### src/rtl/mux_n_x_1_rr.sv
// Registered N-channel, W-bit multiplexer with per-channel valid/ready, explicit-select or round-robin mode.
// Optional saturating backpressure counter on stall_cnt when MUX_N_X_1_STALL_CNT_EN is defined.
module mux_n_x_1_rr #(
  parameter int N = 4,
  parameter int W = 8,
  localparam int SEL_W = (N <= 2) ? 1 : $clog2(N)
) (
  input  logic             clk,
  input  logic             rst_n,
  input  logic             mode,
  input  logic [SEL_W-1:0] sel,
  input  logic [N-1:0]     in_valid,
  output logic [N-1:0]     in_ready,
  input  logic [N*W-1:0]   in_data,
  output logic             out_valid,
  input  logic             out_ready,
  output logic [W-1:0]     out_data,
  output logic [SEL_W-1:0] out_chan
`ifdef MUX_N_X_1_STALL_CNT_EN
  ,
  output logic [15:0]      stall_cnt
`endif
);

  function automatic logic [15:0] sat_inc16(input logic [15:0] v);
    return (v == 16'hFFFF) ? v : v + 16'd1;
  endfunction

  logic             vld_p0;
  logic [W-1:0]     data_p0;
  logic [SEL_W-1:0] chan_p0;
  logic [SEL_W-1:0] rr_ptr;

  logic [N-1:0]     sel_grant;
  logic [N-1:0]     rr_grant;
  logic [N-1:0]     grant;
  logic [SEL_W-1:0] gidx;
  logic [W-1:0]     gdata;
  logic             space;
  logic             xfer;

  // An out-of-range sel shifts the single bit off the top, so it grants nothing.
  assign sel_grant = in_valid & (N'(1) << sel);

  always_comb begin
    logic [N-1:0] tmp;
    rr_grant = '0;
    tmp      = '0;
    for (int k = 0; k < N; k++) begin
      int idx;
      idx = int'(rr_ptr) + k;
      if (idx >= N) idx = idx - N;
      tmp = in_valid >> idx;
      if (rr_grant == '0 && tmp[0]) rr_grant = N'(1) << idx;
    end
  end

  assign grant = mode ? rr_grant : sel_grant;
  assign space = !vld_p0 || out_ready;
  assign in_ready = grant & {N{space & rst_n}};
  assign xfer = |(in_valid & in_ready);

  always_comb begin
    logic [N-1:0]   gtmp;
    logic [N*W-1:0] dtmp;
    gidx = '0;
    gtmp = '0;
    for (int i = 0; i < N; i++) begin
      gtmp = grant >> i;
      if (gtmp[0]) gidx = SEL_W'(i);
    end
    dtmp  = in_data >> (W * int'(gidx));
    gdata = dtmp[W-1:0];
  end

  // Stage p0: single-entry output register and round-robin pointer
  always_ff @(posedge clk) begin
    if (!rst_n) begin
      vld_p0  <= 1'b0;
      data_p0 <= '0;
      chan_p0 <= '0;
      rr_ptr  <= '0;
    end else begin
      if (xfer) begin
        vld_p0  <= 1'b1;
        data_p0 <= gdata;
        chan_p0 <= gidx;
        if (mode) rr_ptr <= (gidx == SEL_W'(N - 1)) ? '0 : gidx + SEL_W'(1);
      end else if (out_ready) begin
        vld_p0 <= 1'b0;
      end
    end
  end

  assign out_valid = vld_p0;
  assign out_data  = data_p0;
  assign out_chan  = chan_p0;

`ifdef MUX_N_X_1_STALL_CNT_EN
  logic [15:0] stall_p0;

  always_ff @(posedge clk) begin
    if (!rst_n) stall_p0 <= '0;
    else if (vld_p0 && !out_ready) stall_p0 <= sat_inc16(stall_p0);
  end

  assign stall_cnt = stall_p0;
`endif

endmodule
### config.mk
export PLATFORM = sky130hd
export DESIGN_NAME = mux_n_x_1_rr
export DESIGN_NICKNAME = d
export VERILOG_FILES = /design/src/rtl/mux_n_x_1_rr.sv
export SDC_FILE = /design/constraint.sdc
export NUM_CORES = 1
export LEC_CHECK = 0
export ABC_AREA = 1
export CORE_MARGIN = 8
export CORE_UTILIZATION = 46
export CTS_CLUSTER_SIZE = 28
export DETAILED_ROUTE_END_ITERATION = 12
export PLACE_DENSITY_LB_ADDON = 0.2
export SETUP_SLACK_MARGIN = 0.2
export SYNTH_ARGS = -nofsm -noshare
export SYNTH_HDL_FRONTEND = slang
export SYNTH_SLANG_ARGS = --single-unit
### constraint.sdc
create_clock -name clk -period 3.83 [get_ports clk]
set_input_delay 0.766 -clock clk [delete_from_list [all_inputs] [get_ports clk]]
set_output_delay 0.766 -clock clk [all_outputs]
set_load 0.01 [all_outputs]
# After elaboration in Yosys (flattened, before gate mapping)
# Cells that the tools add are included.
# W data, S select, Z words.
# totals
regBits	13
elab_cells	57
# classes
n_eq_ne	1
magnitude_cmp	4
n_reduce_logical	11
bitwise	4
mux	15
n_addsub	8
shifts	10
# ops
operator	n
$mux W32	4
$shl A1 B32 Y4 const A	4
$shr A4 B32 Y1	4
$shr A32 B5 Y8	1
$mux W4	5
$and A4 B4 Y4	3
$logic_not A4 Y1	3
$sub A3 B3 Y4 const B	3
$ge A3 B3 Y1 const B	3
$add A2 B2 Y3 const B	2
$mux W2	3
$reduce_or A4 Y1	1
$shl A1 B2 Y4 const A	1
$sub A2 B3 Y4 const B	1
$add A2 B1 Y3 const B	1
$ge A2 B3 Y1 const B	1
$logic_and A1 B1 Y1	3
$mux W1	3
$add A2 B1 Y2 const B	1
$eq A2 B2 Y1 const B	1
$reduce_and A2 Y1	1
$reduce_bool A2 Y1	1
$and A1 B1 Y1	1
$logic_not A1 Y1	1
$logic_or A1 B1 Y1	1

# Depth between registers and ports, before layout
# Gate-level depths: netlist of the first run.
# logic_depth
word_depth	19
mapped_depth	24
mapped_depth_nobuf	23

# Worst setup path after synthesis of the first run
# Ideal clock, no wire load.
# synth_timing
path_kind	register to output
from	reg rr_ptr[0]
to	out in_ready[3]
arrival_ns	2.547
slack_ns	0.517
path_buffers	2
stages_incl_launch_ff	20
cell_sequence	dfxtp_1 inv_2 ha_1 inv_1 nand3_1 nand2_1 nand2_2 nor2_4 nand3_1 nand2_2 nor2_2 nand3_1 nand2_1 nor2_4 nand3_1 nand2_2 nand2_4 buf_6 buf_2 nor2_1
# synth_via
elab_chain_len	15
elab_cells_between_ends	35
cone_classes	add/sub: 7; order compare: 4; shift: 8; mux: 9; bitwise: 1; reduce/logical: 6
# synth_rtl
element	line_no	text
start: declaration	32	logic [SEL_W-1:0] rr_ptr;
start signal: assignment	88	if (mode) rr_ptr <= (gidx == SEL_W'(N - 1)) ? '0 : gidx + SEL_W'(1);
$sub A2 B3 Y4 or $ge A2 B3 Y1 (tied branches)	52	if (idx >= N) idx = idx - N;
$mux W32	52	
$shr A4 B32 Y1 or $shl A1 B32 Y4 (tied branches)	53, 54	
$mux W4	54	if (rr_grant == '0 && tmp[0]) rr_grant = N'(1) << idx;
$logic_not A4 Y1	54	
$logic_and A1 B1 Y1	54	
$mux W4	54	
$logic_not A4 Y1	54	
$logic_and A1 B1 Y1	54	
$mux W4	54	
$logic_not A4 Y1	54	
$logic_and A1 B1 Y1	54	
$mux W4 (*)	54	
$mux W4 (*)	58	assign grant = mode ? rr_grant : sel_grant;
$and A4 B4 Y4 (*)	60	assign in_ready = grant & {N{space & rst_n}};
end: declaration	13	output logic [N-1:0] in_ready,
# Mark *: on every way between the ends. The rest lies on a longest branch, timed or not.

# Worst setup path in the final report of the first run
# layout_timing
from	in in_valid[3]
to	out in_ready[1]
# layout_via
elab_chain_len	13
elab_cells_between_ends	16
cone_classes	shift: 4; mux: 5; bitwise: 1; reduce/logical: 6
# layout_rtl
element	line_no	text
start: declaration	12	input logic [N-1:0] in_valid,
$shr A4 B32 Y1	53	tmp = in_valid >> idx;
$mux W4	54	
$logic_not A4 Y1	54	
$logic_and A1 B1 Y1	54	
$mux W4	54	
$logic_not A4 Y1	54	
$logic_and A1 B1 Y1	54	
$mux W4	54	
$logic_not A4 Y1	54	
$logic_and A1 B1 Y1	54	
$mux W4 (*)	54	
$mux W4 (*)	58	
$and A4 B4 Y4 (*)	60	
# Marked as above.

==> results_dict.tcl, run 1 <==
set metrics [dict create \
    status "completed" \
    first_pass_iters 4 \
    start_util 0.465 \
    synth.net_count 335 \
    min_from "out_chan[1]$_SDFFE_PN0P_" \
    use_met2 0.249 \
    relSlewSlack 0.663 \
    fmax_ghz 0.290 \
    numClockSinks 13 \
    port_buffers 56 \
    slew_viol_final 0 \
    report.power.total_mw 0.780 \
    grtUsageMet1 0.211 \
    drcViolationCount 0 \
    detailedPlace.worstSlack_ns -0.259 \
    power_density_mw_per_mm2 320 \
    cts_tree "done" \
    antenna_found_initial 0 \
    drive_above_1_share 0.194 \
    p_sw_frac 0.456 \
    synth_top_area_frac 0.181 \
    dpl_cell_area_mm2 0.00233 \
    antenna_cells 0 \
    area_growth_pct 46.5 \
    place.gp.congestion 0.892 \
    htree_levels 1 \
    crit_start "in_valid[3]" \
    grt_usage 0.155 \
    yosysWarnings 0 \
    power.internal_mw 0.424 \
    hold_ws_ns 0.472 \
    crit_path_max_fanout 4 \
    r2r_start "rr_ptr[0]$_SDFFE_PN0P_" \
    yosysSeqAreaShare 0.157 \
    overflow 0 \
    ys_types 27 \
    fin_crit_sh 0.901 \
    ys_ff_latch 13 \
    rsz0062_at_grt "no" \
    critical_path_class "in2out" \
    crit_required_ns 3.06 \
    gr-max-usage-layer "met2" \
    die_w_um 76.1 \
    synth_area_mm2 0.00166 \
    setup_ws_ns 0.379 \
    cts_root_buffer "clkbuf_4" \
    grt_max_degree 20 \
    cp-start-kind "primary input" \
    endpoint_kind "output pin" \
    cap_viol_max_count 0 \
    ant_nets 0 \
    tightest_slew_ns 0.502 \
    insertion_delay_ns 0.27 \
    die_y_um 76.1 \
    reg2reg_setup_slack_ns 0.80 \
    power_frac_comb 0.676 \
    worstPathArrival_ns 2.68 \
    die_area_mm2 0.00580 \
    setup_viol 0 \
    drt-vias-per-instance 4.73 \
    met3_usage 0.0224 \
    layout_min_cycle_time_ns 3.45 \
    vdd_ir_drop_max_uv 148 \
    drtIter0Drc 118 \
    final_util 0.681 \
    switchingPower_mw 0.356 \
    numCtsBuffers 3 \
    clk_pin_slew_ns 0.08 \
    grt_pass1_wl_um 7870 \
    clockPowerShare 0.106 \
    routed_wl_um 4710 \
    hold_class "reg2reg" \
    finalInstanceArea_mm2 0.00244 \
    core_area_mm2 0.00358 \
    ctsHoldBuffers 0 \
    skew_ns 0.00141 \
    dpl.hpwl_um 3770 \
    cts.path.max_buffers 2 \
    synth_area_leaders "nand3_1, dfxtp_1, inv_1" \
    grt_pass1_vias 1812 \
    synthCells 285 \
    synth_area_per_cell_um2 5.83 \
    rows 22 \
    synth_area_leader_cell "nand3_1" \
    p_leak_nw 1.29 \
    nNetsFinal 407 \
    p_seq_frac 0.217 \
    pin_count 57 \
    avgRoutedWirePerCell_um 11.7 \
    finalHoldViolations 0 \
    via_count 1910 \
]
[logic make-up after synthesis]
group	after synthesis	share of synthesized area
AND/OR/NAND/NOR	168	0.515
AO/OA/AOI/OAI	18	0.0707
flip-flops	13	0.157
adder cells (fa/ha/maj)	8	0.0602
buffers and inverters	78	0.198
[routing by layer]
layer  up-vias  part of all wire  routed length, um
met2        53              0.45               2120
met3         2             0.055                259
met4         0            0.0042                 20
li1       1021                 -                  -
met5         -                 0                  0
met1       834              0.49               2310
[path summary, 6_finish.rpt]
check	end	cells after the start
setup / recovery	in_ready[1]	17
hold / removal	out_chan[1]$_SDFFE_PN0P_	2
setup reg to reg	rr_ptr[1]$_SDFFE_PN0P_	24
hold reg to reg	out_chan[1]$_SDFFE_PN0P_	2
[what timing repair did]
item	in CTS	in global routing
resized for setup	17	16
hold endpoints to repair	0	0
buffers inserted	1	1
pin swaps	4	9
endpoints found under the setup margin	4	4
[critical path: stages]
cell            delay [ns]
dlymetal6s2s_1        0.16
nand2_1               0.11
nand3_1               0.08
nand2_1               0.13
nor2_2                0.07
nor2_4                0.18
nand3_2               0.12
nand3_2               0.09
nor2_2                0.05
nand3_1               0.09
nand2_2               0.08
nor2_4                0.16
nand3_4               0.10
a21oi_4               0.16
inv_1                 0.07
nor2_1                0.12
buf_2                 0.15
[registers in the layout, indices dropped and copies added (netlist names)]
signal and cells:
out_data 8, out_chan 2, rr_ptr 2, out_valid 1
[through the flow]
stage                     TNS [ns]  cells
after floorplan                  0    285
after global placement      -0.637    398
after detailed placement    -0.789    398
after CTS                        0    403
after global routing             0    404
final                            0    404
[cell type report]
class	count	area [um2]
fill	327	1140
multi-input combinational	194	1140
timing repair buffer	72	677
inverter	73	274
sequential	13	262
tap	48	60.1
clock buffer	4	26.3
[placed cells by master, fill, tap and decap left out]
cell | synthesis | routed
inv_1 | 69 | 69
nand4_1 | 4 | 4
nand2_4 | 3 | 3
dfxtp_2 | 0 | 1
clkdlybuf4s15_2 | 0 | 1
buf_2 | 1 | 3
nand2_8 | 2 | 2
nand3_2 | 2 | 6
clkdlybuf4s50_1 | 0 | 48
nand2_1 | 55 | 51
ha_1 | 8 | 7
nand3_1 | 60 | 55
clkbuf_1 | 0 | 1
dlymetal6s2s_1 | 0 | 4
nor2_1 | 19 | 19
o31ai_4 | 0 | 1
a31oi_1 | 1 | 1
nand2_2 | 16 | 20
nor2_4 | 3 | 3
nand3_4 | 0 | 1
dfxtp_1 | 13 | 12
o31ai_1 | 2 | 2
a22oi_1 | 1 | 1
ha_4 | 0 | 1
a21oi_1 | 10 | 10
buf_4 | 1 | 16
o21ai_0 | 1 | 1
clkbuf_4 | 0 | 3
nor2_2 | 4 | 4
o21ai_1 | 1 | 1
inv_2 | 3 | 3
clkinv_1 | 1 | 1
a21oi_4 | 1 | 1
[cell usage after synthesis, drive strengths merged]
library cell,count
a21oi,11
nand2,76
o31ai,3
a31oi,1
nand4,4
o21ai,2
buf,5
dfxtp,13
a22oi,1
ha,8
nand3,62
inv,72
clkinv,1
nor2,26
[power groups by stage]
stage	registers, mW	clock network (mW)	logic (mW)
floorplan	0.184	0	0.329
finish	0.170	0.0828	0.528
global placement	0.172	0	0.497
CTS	0.169	0.0846	0.505
global route	0.173	0.0907	0.584
detailed placement	0.172	0	0.502
(Power assumes the default switching activity.)
==> inputs of run 2 (changes only) <==
--- a/config.mk
+++ b/config.mk
@@ -6,6 +6,7 @@
 export NUM_CORES = 1
 export LEC_CHECK = 0
 export ABC_AREA = 1
+export CORE_ASPECT_RATIO = 1.25
 export CORE_MARGIN = 8
 export CORE_UTILIZATION = 46
 export CTS_CLUSTER_SIZE = 28
==> run 2 against run 1 <==
Effect of this change:
- via count increased by 2.8%
- sequential cell count did not move
- global-route usage grew 0.87 points
- clock skew rose by 0.0034 ns
- cell area increased by 0.46%
- total power grew 4.8%
- core utilization increased by 2.2 points
- critical endpoint is now in_ready[3]
- largest cell class unchanged
- highest routed layer unchanged
==> results_dict.tcl, run 2 (synthesized netlist as in run 1, its figures left out) <==
set metrics [dict create \
    crit_chain "clkdlybuf4s15_1 -> inv_1 -> nand2_1 -> nand3_1 -> nand2_1 -> nand2_2 -> nor2_4 -> nand3_2 -> nand3_2 -> nor2_2 -> nand3_1 -> nand2_2 -> nor2_4 -> buf_4 -> nand3_1 -> nand2_2 -> nand2_4 -> nor2_1 -> buf_2" \
    drive_above_1_share 0.215 \
    rsz0062_at_grt "no" \
    rows 24 \
    clockPowerShare 0.145 \
    numCtsBuffers 3 \
    relSlewSlack 0.609 \
    final_util 0.703 \
    path_buf_inv 4 \
    grt_usage 0.163 \
    r2r_start "rr_ptr[0]$_SDFFE_PN0P_" \
    critical_path_class "in2out" \
    crit_path_max_fanout 4 \
    clk_pin_slew_ns 0.05 \
    worstPathArrival_ns 2.69 \
    finalInstanceArea_mm2 0.00245 \
    grt_pass1_vias 1942 \
    crit_slowest_cell "clkdlybuf4s15_1" \
    area_growth_pct 47.2 \
    dpl.hpwl_um 3990 \
    tightest_slew_ns 0.582 \
    skew_ns 0.00482 \
    layout_min_cycle_time_ns 3.45 \
    crit_required_ns 3.06 \
    nNetsFinal 413 \
    dpl_cell_area_mm2 0.00233 \
    layout_commonest_cell "inv_1" \
    final.setup.tns_ns 0 \
    cts_root_buffer "clkbuf_8" \
    report.power.total_mw 0.818 \
    fin_crit_sh 0.901 \
    numClockSinks 13 \
    die_area_mm2 0.00581 \
    power_density_mw_per_mm2 334 \
    ant_nets 0 \
    hold_ws_ns 0.466 \
    vdd_ir_drop_max_uv 424 \
    grt_pass1_wl_um 8160 \
    die_w_um 69.8 \
    pin_count 57 \
    drt-vias-per-instance 4.90 \
    antenna_found_initial 0 \
    power.internal_mw 0.461 \
    min_from "out_chan[1]$_SDFFE_PN0P_" \
    final_cell_mix "inv_1, nand3_1, nand2_1, clkdlybuf4s50_1, buf_4" \
    core_area_mm2 0.00348 \
    setup_viol 0 \
    largest_reg_flops 8 \
    fmax_ghz 0.290 \
    switchingPower_mw 0.357 \
    p_seq_frac 0.208 \
    p_sw_frac 0.437 \
    port_buffers 56 \
    die_y_um 83.2 \
    htree_levels 1 \
    crit_start "in_valid[2]" \
    finalHoldViolations 0 \
    cts_tree "done" \
    hold_class "reg2reg" \
    critPathTopFamily "simple AND/OR/NAND/NOR gates" \
    cap_viol_max_count 0 \
    cp-start-kind "primary input" \
    power_frac_comb 0.648 \
    antenna_cells 0 \
    drcViolationCount 0 \
    start_util 0.477 \
    insertion_delay_ns 0.24 \
    endpoint_kind "output pin" \
    overflow 0 \
    drtIter0Drc 97 \
    place.gp.congestion 0.908 \
    routed_wl_um 4980 \
    p_leak_nw 1.29 \
    slowest_delay_ns 0.22 \
    status "completed" \
    first_pass_iters 6 \
    via_count 1963 \
    cts.path.max_buffers 2 \
    grt_max_degree 20 \
    avgRoutedWirePerCell_um 12.4 \
    slew_viol_final 0 \
]
## run 2: power groups by stage
stage	combinational [mW]	sequential, mW	clock [mW]
finish	0.530	0.170	0.118
global route	0.586	0.172	0.128
CTS	0.509	0.169	0.123
detailed placement	0.505	0.172	0
global placement	0.497	0.171	0
floorplan	0.329	0.184	0
## run 2: worst paths after layout
kind | endpoint | slack, ns | cells past startpoint
worst max-delay path | in_ready[3] | 0.38 | 19
worst min-delay path | out_chan[1]$_SDFFE_PN0P_ | 0.47 | 2
worst max register to register | rr_ptr[1]$_SDFFE_PN0P_ | 0.60 | 26
worst min register to register | out_chan[1]$_SDFFE_PN0P_ | 0.47 | 2
## run 2: metal layers
layer / part of all wire / wire length (um) / vias to the layer above / track usage
li1: - / - / 1035 / -
met3: 0.076 / 379 / 4 / 0.0619
met4: 0.010 / 51 / 0 / 0.0275
met1: 0.36 / 1800 / 867 / 0.148
met2: 0.55 / 2750 / 57 / 0.330
met5: 0 / 0 / - / 0
## run 2: per-stage QoR
stage / std cells / worst slack (ns)
2_1_floorplan: 285 / 0.517
3_3_place_gp: 390 / -0.310
3_5_place_dp: 390 / -0.371
4_1_cts: 398 / 0.338
5_1_grt: 401 / 0.182
6_report: 401 / 0.378
## run 2: cell type report
class | count | area (um2)
multi-input combinational | 194 | 1120
tap | 39 | 48.8
fill | 301 | 1040
inverter | 73 | 274
sequential | 13 | 262
timing repair buffer | 78 | 701
clock buffer | 4 | 45.0
## run 2: what timing repair did
action	in CTS	in global routing
hold buffers	0	0
setup endpoints to repair	4	4
pin swaps	4	13
setup buffers	4	3
gates resized for setup	20	19
## run 2: worst min-delay path: cells and delay by family (launching register included)
| kind | cells | cell delay (ns) |
|---|---|---|
| AND/OR/NAND/NOR | 1 | 0.06 |
| flip-flops | 1 | 0.30 |
| AO/OA/AOI/OAI | 1 | 0.05 |
==> edit: new RTL, config.mk and constraints of run 1 <==
Set the parameter `W` to 6 (it was 8).
--- a/src/rtl/mux_n_x_1_rr.sv
+++ b/src/rtl/mux_n_x_1_rr.sv
@@ -2,7 +2,7 @@
 // Optional saturating backpressure counter on stall_cnt when MUX_N_X_1_STALL_CNT_EN is defined.
 module mux_n_x_1_rr #(
   parameter int N = 4,
-  parameter int W = 8,
+  parameter int W = 6,
   localparam int SEL_W = (N <= 2) ? 1 : $clog2(N)
 ) (
   input  logic             clk,
Ports: changed (resized in_data and out_data); port bits go from 57 to 47. No check against the original RTL was run, so the function may have changed too.
==> edit against run 1 <==
  * Routed wire length fell by 16%
  * Worst hold slack better by 0.010 ns
  * Total power shrank 16%
  * Sequential power fell by 16%
  * Setup slack improved by 0.059 ns
  * Cell area shrank 15%
  * Non-clock buffer count is 11 lower
  * Via count decreased by 12%
  * Clock power fell by 7.5%
  * Critical path depth rose by 1
  * Sequential cell count is 2 lower
  * Count of clock-buffer cells in the layout stayed put
  * Synthesized area decreased by 12%
  * Largest power group unchanged
==> edit: results (changes against run 1) <==
drt:
  highest_layer: "met4"  # unchanged
  wl_met3_um: 285  # was 259 µm
  first_pass_iters: 4  # unchanged
  routedLengthMet1_mm: 1.90  # was 2.31 mm
  routed_via_density: 4.70  # was 4.73
  wl_per_cell_um: 11.1  # was 11.7 µm
  dr_wl_met2_mm: 1.73  # was 2.12 mm
  drtIter0Drc: 153  # was 118
  num_vias: 1678  # was 1910
placement:
  dp_hpwl_mm: 3.21  # was 3.77 mm
  place_ws_ns: -0.309  # was -0.259 ns
  post_dp_cell_area_um2: 2030  # was 2330 µm²
  gp_congestion: 0.900  # was 0.892
  port_buffers: 46  # was 56
  dp_cells: 353  # was 398
power_and_ir_drop:
  clock_power_w: 0.0000766  # was 0.0000828 W
  switching_share_pct: 44.8  # was 45.6%
  power_w: 0.000654  # was 0.000780 W
  pwr-share-comb_pct: 66.4  # was 67.6%
  p_leak_nw: 1.12  # was 1.29 nW
  ir_drop_uv: 160  # was 148 µV
grt:
  grt_pass1_wl_mm: 6.82  # was 7.87 mm
  grt_use_total_pct: 15.5  # about the same
  antenna_found_initial: 0  # unchanged
  grt_start_max_net_pins: 16  # was 20
  first_global_vias: 1581  # was 1812
logic_synthesis:
  synth_cell_type_count: 24  # was 27
  synthFlopType: "dfxtp_1"  # unchanged
  synth-adder-area-share_pct: 6.85  # was 6.02%
  syn-num-nets: 294  # was 335
  synth_compound_area_share_pct: 7.36  # was 7.07%
  syn_area_per_cell_um2: 5.80  # was 5.83 µm²
  synthTopCellsByCount: "inv_1 (61), nand2_1 (50), nand3_1 (50)"  # was inv_1 (69), nand3_1 (60), nand2_1 (55)
  ys_warn_count: 0  # unchanged
  ys_seq_area_share_pct: 15.1  # was 15.7%
  synth.area.top_cells: "nand3_1 (17%), inv_1 (16%), dfxtp_1 (15%), nand2_1 (13%), ha_1 (6.8%)"  # was nand3_1 (18%), dfxtp_1 (16%), inv_1 (16%), nand2_1 (12%), ha_1 (6.0%)
finish:
  final_nets: 356  # was 407
  num-fill-cells: 292  # was 327
  drive_gt1_share_pct: 18.2  # was 19.4%
  diodes: 0  # unchanged
  largest_reg_flops: 6  # was 8
clock_network:
  clk_pin_slew_worst_paths_ns: 0.07
  post_cts_buffers: 0  # was 1
  clkLatencyLatePin_ns: 0.26
  numCtsBuffers: 3  # unchanged
timing:
  worstMarginPinSlew_ns: 0.381  # was 0.502 ns
  clock_skew_ns: 0.00360  # was 0.00141 ns
setup_path:
  critPathMaxStageDelay_ns: 0.38  # was 0.18 ns
  critPathTopFamily: "simple AND/OR/NAND/NOR gates"  # unchanged
  crit_arrival_ns: 2.63  # was 2.68 ns
  critPathSlowestCell: "dfxtp_2"  # was nor2_4
  worstPathMaxFanout: 9  # was 4
run:
  maxCapViolCount: 0  # unchanged
status:
  status: "completed"  # unchanged
[edit: changes by cell type in the layout (fill, tap and decap cells not counted), sizes merged]
cell,delta
clkdlybuf4s50,-10
inv,-10
nand3,-9
nand2,-8
a21oi,-2
dfxtp,-2
dlygate4sd2,+2
dlymetal6s2s,-2
clkdlybuf4s15,-1
clkinv,-1
nand4,-1
nor3,+1
[edit: final timing paths]
| check | startpoint | to | slack [ns] | cells after the start |
|---|---|---|---|---|
| worst max-delay path | rr_ptr[0]$_SDFFE_PN0P_ | in_ready[1] | 0.44 | 18 |
| worst min-delay path | out_valid$_SDFFE_PN0P_ | out_valid$_SDFFE_PN0P_ | 0.48 | 2 |
| worst max register to register | rr_ptr[0]$_SDFFE_PN0P_ | out_data[1]$_SDFFE_PN0P_ | 0.77 | 23 |
| worst min register to register | out_valid$_SDFFE_PN0P_ | out_valid$_SDFFE_PN0P_ | 0.48 | 2 |
[edit: per-layer routing]
layer / vias up / GRT usage, %
li1: 898 / -
met1: 718 / 21.3
met2: 58 / 24.4
met3: 4 / 2.62
met4: 0 / 3.40
met5: - / 0
[edit: final cells by class]
type	instances	area [µm²]	share of cell area [%]
Multi-Input combinational cell	175	972	47.1
Tap cell	44	55.1	2.67
Sequential cell	11	221	10.7
Clock buffer	4	26.3	1.27
Timing Repair Buffer	61	556	26.9
Inverter	62	233	11.3
[edit: repair_timing]
| item | CTS | global route |
|---|---|---|
| setup endpoints to repair | 4 | 4 |
| cloned | 0 | 0 |
| gates resized for setup | 19 | 7 |
| pin swaps | 3 | 1 |
[edit: cells by family (layout without fill, tap and decap cells)]
logic type,Yosys count,after routing
and+or+nand+nor,151,151
AOI/OAI and AO/OA,16,16
DFF,11,11
adders and majority gates,8,8
buffers and inverters,66,127
